File: src/rtl/wb_mem_port.sv
// wb_mem_port: fixed-priority Wishbone master port shared by NUM_CH requesters.
// Generates byte-lane selects, lane-shifts store data and extends sub-word loads.
// Misaligned or oversize accesses complete with an error and no bus cycle.
// Optional feature: define WB_MEM_PORT_TIMEOUT_EN to add a bus watchdog that ends
// a stalled cycle with an error after TIMEOUT_CYCLES cycles.
module wb_mem_port #(
  parameter int NUM_CH         = 2,
  parameter int ADDR_W         = 32,
  parameter int DATA_W         = 32,
  parameter int TIMEOUT_CYCLES = 255
) (
  input  logic                     clk,
  input  logic                     rst,
  input  logic [NUM_CH-1:0]        ch_req,
  input  logic [NUM_CH-1:0]        ch_we,
  input  logic [2*NUM_CH-1:0]      ch_size,
  input  logic [NUM_CH-1:0]        ch_unsigned,
  input  logic [ADDR_W*NUM_CH-1:0] ch_addr,
  input  logic [DATA_W*NUM_CH-1:0] ch_wdata,
  output logic [NUM_CH-1:0]        ch_ack,
  output logic                     ch_err,
  output logic [DATA_W-1:0]        ch_rdata,
  output logic [ADDR_W-1:0]        wb_adr_o,
  output logic [DATA_W-1:0]        wb_dat_o,
  output logic [DATA_W/8-1:0]      wb_sel_o,
  output logic                     wb_we_o,
  output logic                     wb_cyc_o,
  output logic                     wb_stb_o,
  input  logic [DATA_W-1:0]        wb_dat_i,
  input  logic                     wb_ack_i,
  input  logic                     wb_err_i
);

  localparam int SEL_W = DATA_W / 8;
  localparam int OFF_W = $clog2(SEL_W);
  localparam int GW    = (NUM_CH > 1) ? $clog2(NUM_CH) : 1;

  if (NUM_CH < 1 || NUM_CH > 8 || (DATA_W != 32 && DATA_W != 64) ||
      ADDR_W < 3 || TIMEOUT_CYCLES < 1) begin : g_param_check
    $error("wb_mem_port: illegal parameter combination");
  end

  typedef enum logic [1:0] {IDLE, BUS, RESP} state_t;
  state_t state;

  logic [GW-1:0]    gnt_q;
  logic [1:0]       size_q;
  logic             uns_q;
  logic             we_q;
  logic [OFF_W-1:0] off_q;
  logic             timeout;

  logic              req_any;
  logic [GW-1:0]     gnt_idx;
  logic [ADDR_W-1:0] g_addr;
  logic [DATA_W-1:0] g_wdata;
  logic [1:0]        g_size;
  logic              g_we;
  logic              g_uns;
  logic [OFF_W-1:0]  g_off;
  logic [31:0]       g_nb;
  logic [31:0]       g_offu;
  logic              g_misalign;
  logic              g_bad;
  logic [SEL_W-1:0]  g_sel;
  logic [DATA_W-1:0] g_wmask;
  logic [DATA_W-1:0] g_dat;

  logic [DATA_W-1:0] rd_shift;
  logic [DATA_W-1:0] ld_ext;
  logic [31:0]       ld_bits;
  logic              ld_sign;

  // Fixed-priority arbiter: lowest asserted index wins
  always_comb begin
    req_any = 1'b0;
    gnt_idx = '0;
    for (int unsigned i = 0; i < NUM_CH; i++) begin
      if (ch_req[i] && !req_any) begin
        req_any = 1'b1;
        gnt_idx = GW'(i);
      end
    end
  end

  // Route the winning channel's request fields
  always_comb begin
    g_addr  = ch_addr[int'(gnt_idx)*ADDR_W +: ADDR_W];
    g_wdata = ch_wdata[int'(gnt_idx)*DATA_W +: DATA_W];
    g_size  = ch_size[int'(gnt_idx)*2 +: 2];
    g_we    = ch_we[gnt_idx];
    g_uns   = ch_unsigned[gnt_idx];
  end

  // Access legality, byte-lane selects and lane-shifted store data
  always_comb begin
    g_off  = g_addr[OFF_W-1:0];
    g_nb   = 32'd1 << g_size;
    g_offu = 32'(g_off);
    case (g_size)
      2'd0:    g_misalign = 1'b0;
      2'd1:    g_misalign = g_addr[0];
      2'd2:    g_misalign = |g_addr[1:0];
      default: g_misalign = |g_addr[2:0];
    endcase
    g_bad = g_misalign || (32'(g_size) > 32'(OFF_W));
    g_sel = '0;
    for (int unsigned i = 0; i < SEL_W; i++) begin
      g_sel[i] = (i >= g_offu) && (i < g_offu + g_nb);
    end
    g_wmask = '0;
    for (int unsigned i = 0; i < DATA_W; i++) begin
      g_wmask[i] = (i < 8 * g_nb);
    end
    g_dat = (g_wdata & g_wmask) << {g_off, 3'b000};
  end

  // Right-justify the addressed bytes of the read data and extend them
  always_comb begin
    rd_shift = wb_dat_i >> {off_q, 3'b000};
    ld_bits  = 32'd8 << size_q;
    case (size_q)
      2'd0:    ld_sign = rd_shift[7];
      2'd1:    ld_sign = rd_shift[15];
      2'd2:    ld_sign = rd_shift[31];
      default: ld_sign = rd_shift[DATA_W-1];
    endcase
    ld_ext = '0;
    for (int unsigned i = 0; i < DATA_W; i++) begin
      ld_ext[i] = (i < ld_bits) ? rd_shift[i] : (!uns_q && ld_sign);
    end
  end

`ifdef WB_MEM_PORT_TIMEOUT_EN
  localparam int TW = $clog2(TIMEOUT_CYCLES + 1);
  logic [TW-1:0] tmo_cnt;

  // Watchdog: held at zero outside BUS, so every bus cycle starts counting from zero
  always_ff @(posedge clk or posedge rst) begin
    if (rst)                tmo_cnt <= '0;
    else if (state != BUS)  tmo_cnt <= '0;
    else                    tmo_cnt <= tmo_cnt + TW'(1);
  end

  assign timeout = (state == BUS) && (tmo_cnt == TW'(TIMEOUT_CYCLES - 1));
`else
  assign timeout = 1'b0;
`endif

  // Main FSM with registered bus and response outputs
  always_ff @(posedge clk or posedge rst) begin
    if (rst) begin
      state    <= IDLE;
      gnt_q    <= '0;
      size_q   <= '0;
      uns_q    <= 1'b0;
      we_q     <= 1'b0;
      off_q    <= '0;
      ch_ack   <= '0;
      ch_err   <= 1'b0;
      ch_rdata <= '0;
      wb_adr_o <= '0;
      wb_dat_o <= '0;
      wb_sel_o <= '0;
      wb_we_o  <= 1'b0;
      wb_cyc_o <= 1'b0;
      wb_stb_o <= 1'b0;
    end else begin
      case (state)
        IDLE: begin
          ch_ack <= '0;
          ch_err <= 1'b0;
          if (req_any) begin
            gnt_q  <= gnt_idx;
            size_q <= g_size;
            uns_q  <= g_uns;
            we_q   <= g_we;
            off_q  <= g_off;
            if (g_bad) begin
              state    <= RESP;
              ch_ack   <= NUM_CH'(1) << gnt_idx;
              ch_err   <= 1'b1;
              ch_rdata <= '0;
            end else begin
              state    <= BUS;
              wb_adr_o <= g_addr & ~ADDR_W'(SEL_W - 1);
              wb_dat_o <= g_dat;
              wb_sel_o <= g_sel;
              wb_we_o  <= g_we;
              wb_cyc_o <= 1'b1;
              wb_stb_o <= 1'b1;
            end
          end
        end
        BUS: begin
          if (wb_ack_i || wb_err_i || timeout) begin
            state    <= RESP;
            wb_cyc_o <= 1'b0;
            wb_stb_o <= 1'b0;
            wb_we_o  <= 1'b0;
            ch_ack   <= NUM_CH'(1) << gnt_q;
            // Reaching here with neither ack nor err means the watchdog fired
            ch_err   <= wb_err_i || !wb_ack_i;
            ch_rdata <= we_q ? '0 : ld_ext;
          end
        end
        RESP: begin
          state  <= IDLE;
          ch_ack <= '0;
          ch_err <= 1'b0;
        end
        default: state <= IDLE;
      endcase
    end
  end

endmodule

File: config.mk
export PLATFORM = sky130hd
export DESIGN_NAME = wb_mem_port
export DESIGN_NICKNAME = d
export VERILOG_FILES = /design/src/rtl/wb_mem_port.sv
export SDC_FILE = /design/constraint.sdc
export NUM_CORES = 1
export LEC_CHECK = 0
export ABC_AREA = 1
export CAP_MARGIN = 25
export CORE_MARGIN = 10
export CORE_UTILIZATION = 43
export CTS_CLUSTER_SIZE = 30
export DETAILED_ROUTE_END_ITERATION = 12
export MAX_ROUTING_LAYER = met4
export PLACE_DENSITY = 0.88
export SKIP_LAST_GASP = 1
export SYNTH_ARGS = -nofsm -noshare
export SYNTH_HDL_FRONTEND = slang
export SYNTH_SLANG_ARGS = --single-unit
File: constraint.sdc
create_clock -name clk -period 4.6 [get_ports clk]
set_clock_uncertainty 0.2 [all_clocks]
set_input_delay 0.69 -clock clk [delete_from_list [all_inputs] [get_ports clk]]
set_output_delay 0.69 -clock clk [all_outputs]
set_load 0.01 [all_outputs]
==> results.json <==
{
  "final.period_utilization": 0.7018,
  "post-route-drc-count": 0,
  "clockBufferDepth": 2,
  "yosysWarningCount": 0,
  "rows": 45,
  "period_minus_slack_ns": 3.228,
  "post_cts_resize_count": 0,
  "grt_remaining_overflow": 0,
  "crit_type": "in2reg",
  "worstHoldStart": "wb_adr_o[3]$_DFFE_PP0P_",
  "h-tree-depth": 3,
  "cp_top_family": "simple AND/OR/NAND/NOR gates",
  "layout-drive-gt1-share": 0.03824,
  "tritoncts": "yes",
  "synth.ff_latch_count": 112,
  "mean_instance_size_in_the_synthesized_netlist_um2": 6.747,
  "gp_congestion": 0.9461,
  "postCtsSetupBuffers": 0,
  "slowest_cell_on_the_critical_path": "clkdlybuf4s50_1",
  "critical_path_peak_fanout": 18,
  "slowest_delay_ns": 0.58,
  "groute.usage.overall": 0.2253,
  "port_buffers": 277,
  "ctsRootBufferMaster": "clkbuf_16",
  "data_required_time_at_the_worst_endpoint_ns": 4.61,
  "design.die.area_um2": 20770,
  "cp_num_buf_inv": 4,
  "core_um2": 15150,
  "reg2reg_slack_ns": 2.22,
  "route.detailed.wl_per_inst_um": 16.45,
  "route.final.wire_length_um": 23310,
  "first_pass_iters": 5,
  "clock_insertion_delay_worst_skew_ns": 0.36,
  "cts-buffers-inserted": 9,
  "startpoint": "ch_req[0]",
  "cap_viol_max_count": 0,
  "worst_setup_path_start_kind": "input pin",
  "die_h_um": 144.1,
  "final_cells": 1417,
  "power-per-cell-area_nw_per_um2": 513.8,
  "timing.setup.tns_ns": 0,
  "numClockSinks": 112,
  "syn-instance-count": 982,
  "drt.antenna.violating_nets": 0,
  "ios": 280,
  "grt_antenna_before_repair": 0,
  "relSlewSlack": 0.3649,
  "grt_first_pass_wirelength_um": 36160,
  "rsz0062_at_grt": "false",
  "critPathMostFrequentCell": "nand2_1",
  "regToRegStartpoint": "off_q[0]$_DFFE_PP0P_",
  "timing.critical_path.arrival_ns": 3.24,
  "grt_pass1_vias": 7141,
  "initialDrtViolationCount": 533,
  "detail_route.vias_per_cell": 5.106,
  "initial_utilization": 0.4374,
  "fmaxAchievable_mhz": 309.8,
  "peakVddDrop_uv": 219.8,
  "placedCellCount": 1401,
  "final_layout_net_count": 1404,
  "die_width_um": 144.1,
  "dp.final_hpwl_um": 17820,
  "cts_hold_repair.buffers": 0,
  "path_cells": "clkdlybuf4s50_1 > inv_2 > nand2_2 > nand2_1 > nand2_1 > nand2_2 > inv_1 > ha_1 > inv_1 > fa_1 > nor2_1 > nand3_1 > nand2_1 > nand2_1 > o21bai_1 > o21ai_0",
  "synth.cell_area_um2": 6625,
  "via_count": 7235,
  "timing.final.hold_violations": 0,
  "status": "completed",
  "worst_pin_slew_ns": 0.9527,
  "worst_hold_path_type": "reg2reg",
  "n_antenna_cell": 0,
  "endpoint_kind": "register",
  "synth_cell_type_count": 32,
  "maxSlewViolCount": 0,
  "pin_count_of_the_biggest_net_entering_global_routing": 77,
  "clkTransAtPathRegs_ns": 0.07,
  "power.static_leakage_nw": 4.862,
  "fin_total_pwr_mw": 4.991,
  "finalSetupViolCount": 0,
  "signed_area_change_from_the_synthesized_netlist_to_the_final_layout_pct": 46.63,
  "sequential_fraction_of_the_synthesis_area": 0.4230
}
cells in the mapped netlist:
| master | number | area [um^2] |
|---|---|---|
| ha_1 | 5 | 62.56 |
| nor2_2 | 3 | 18.77 |
| buf_4 | 4 | 30.03 |
| inv_1 | 32 | 120.1 |
| o21ai_1 | 9 | 45.04 |
| o21bai_1 | 6 | 45.04 |
| nand2_2 | 5 | 31.28 |
| inv_2 | 8 | 30.03 |
| a21oi_1 | 16 | 80.08 |
| conb_1 | 1 | 3.750 |
| o31ai_1 | 1 | 7.510 |
| nor2_1 | 22 | 82.58 |
| o211ai_1 | 3 | 22.52 |
| nand4_4 | 1 | 21.27 |
| nand3_1 | 89 | 445.4 |
| nor3_1 | 1 | 5.000 |
| or2_2 | 1 | 6.260 |
| buf_1 | 7 | 26.28 |
| fa_1 | 1 | 20.02 |
| nand2_1 | 532 | 1997 |
| buf_6 | 6 | 67.56 |
| o22ai_1 | 6 | 37.54 |
| a31oi_1 | 1 | 6.260 |
| buf_2 | 25 | 125.1 |
| a22o_1 | 2 | 17.52 |
| a211oi_1 | 2 | 15.01 |
| nand3_2 | 1 | 10.01 |
| mux2i_1 | 11 | 110.1 |
| o21ai_0 | 51 | 255.2 |
| clkbuf_1 | 16 | 60.06 |
| dfrtp_1 | 112 | 2803 |
| o21ai_2 | 2 | 17.52 |
metal layers:
metal  global-route usage  vias to the layer above  wire length [um]
met1               0.2615                     3284              8969
met3              0.07314                       21              2641
met5                    -                        -                 0
li1                     -                     3572                 -
met4              0.06233                        0               308
met2               0.3680                      358             11390
where the power goes:
part / total (mW) / switching, mW / internal (mW)
Combinational: 2.56 / 1.39 / 1.17
Clock: 0.798 / 0.370 / 0.428
Sequential: 1.64 / 0.256 / 1.38
layout by cell type, fill, tap and decap left out, types with 2 or more instances in the layout:
cell type / n
inv_6: 2
o21ai_1: 9
o21bai_1: 6
a22o_1: 2
nand2_1: 532
o21ai_2: 2
mux2i_1: 11
o211ai_1: 3
ha_1: 5
dfrtp_1: 112
o21ai_0: 51
clkbuf_1: 2
clkdlybuf4s50_1: 277
nor2_1: 22
a21oi_1: 16
a211oi_1: 2
o22ai_1: 6
nand2_2: 5
nor2_2: 2
conb_1: 2
inv_2: 8
clkbuf_16: 9
nand3_1: 89
buf_4: 11
inv_1: 31
flip-flops by register name, summed over array words and instances (netlist names):
register / count
we_q: 1
wb_we_o: 1
gnt_q: 1
ch_ack: 2
wb_dat_o: 32
uns_q: 1
wb_stb_o: 1
wb_sel_o: 4
ch_err: 1
state: 2
size_q: 2
ch_rdata: 32
off_q: 2
wb_adr_o: 30
worst register-to-register path: stages, from the launching register on:
cell	delay, ns
dfrtp_1	0.36
buf_4	0.23
inv_2	0.35
nand2_1	0.12
nand3_1	0.11
nand2_1	0.08
o21ai_1	0.48
o211ai_1	0.21
o21ai_1	0.17
kinds of logic (layout without fill, tap and decap cells):
family,after synthesis,after routing,share of synthesized area
AND/OR/NAND/NOR,655,655,0.3951
flip-flops,112,112,0.4230
AO/OA/AOI/OAI,99,99,0.08291
buffers and inverters,98,344,0.06931
multiplexers,11,11,0.01662
adder cells (fa/ha/maj),6,6,0.01246
other,1,2,0.0005660
final timing paths:
kind	endpoint	cells after the start
min reg2reg	wb_adr_o[3]$_DFFE_PP0P_	2
max reg2reg	ch_rdata[13]$_DFFE_PP0P_	8
min	wb_adr_o[3]$_DFFE_PP0P_	2
min in group asynchronous	ch_rdata[2]$_DFFE_PP0P_	2
max	wb_sel_o[1]$_DFFE_PP0P_	16
max in group asynchronous	wb_dat_o[18]$_DFFE_PP0P_	3
final cells by class:
| class | count | area [um^2] |
|---|---|---|
| clock buffers | 11 | 232.7 |
| fillers | 1295 | 5431 |
| repair buffers | 288 | 2855 |
| well taps | 188 | 235.2 |
| flip-flops and latches | 112 | 2803 |
| multi-input cells | 773 | 3372 |
| inverters | 40 | 152.6 |
| clock inverters | 5 | 63.81 |
per-stage QoR:
step	utilization	area (um^2)	setup slack (ns)	hold slack, ns
2_1_floorplan	-	6629	0.7510	0.2728
3_3_place_gp	0.6218	9418	1.169	0.2611
3_5_place_dp	0.6218	9418	1.028	0.2637
4_1_cts	0.6414	9714	1.391	0.2824
5_1_grt	0.6414	9714	1.103	0.3033
6_report	0.6414	9714	1.372	0.2773
No activity file was read; power rests on OpenSTA's default activity.
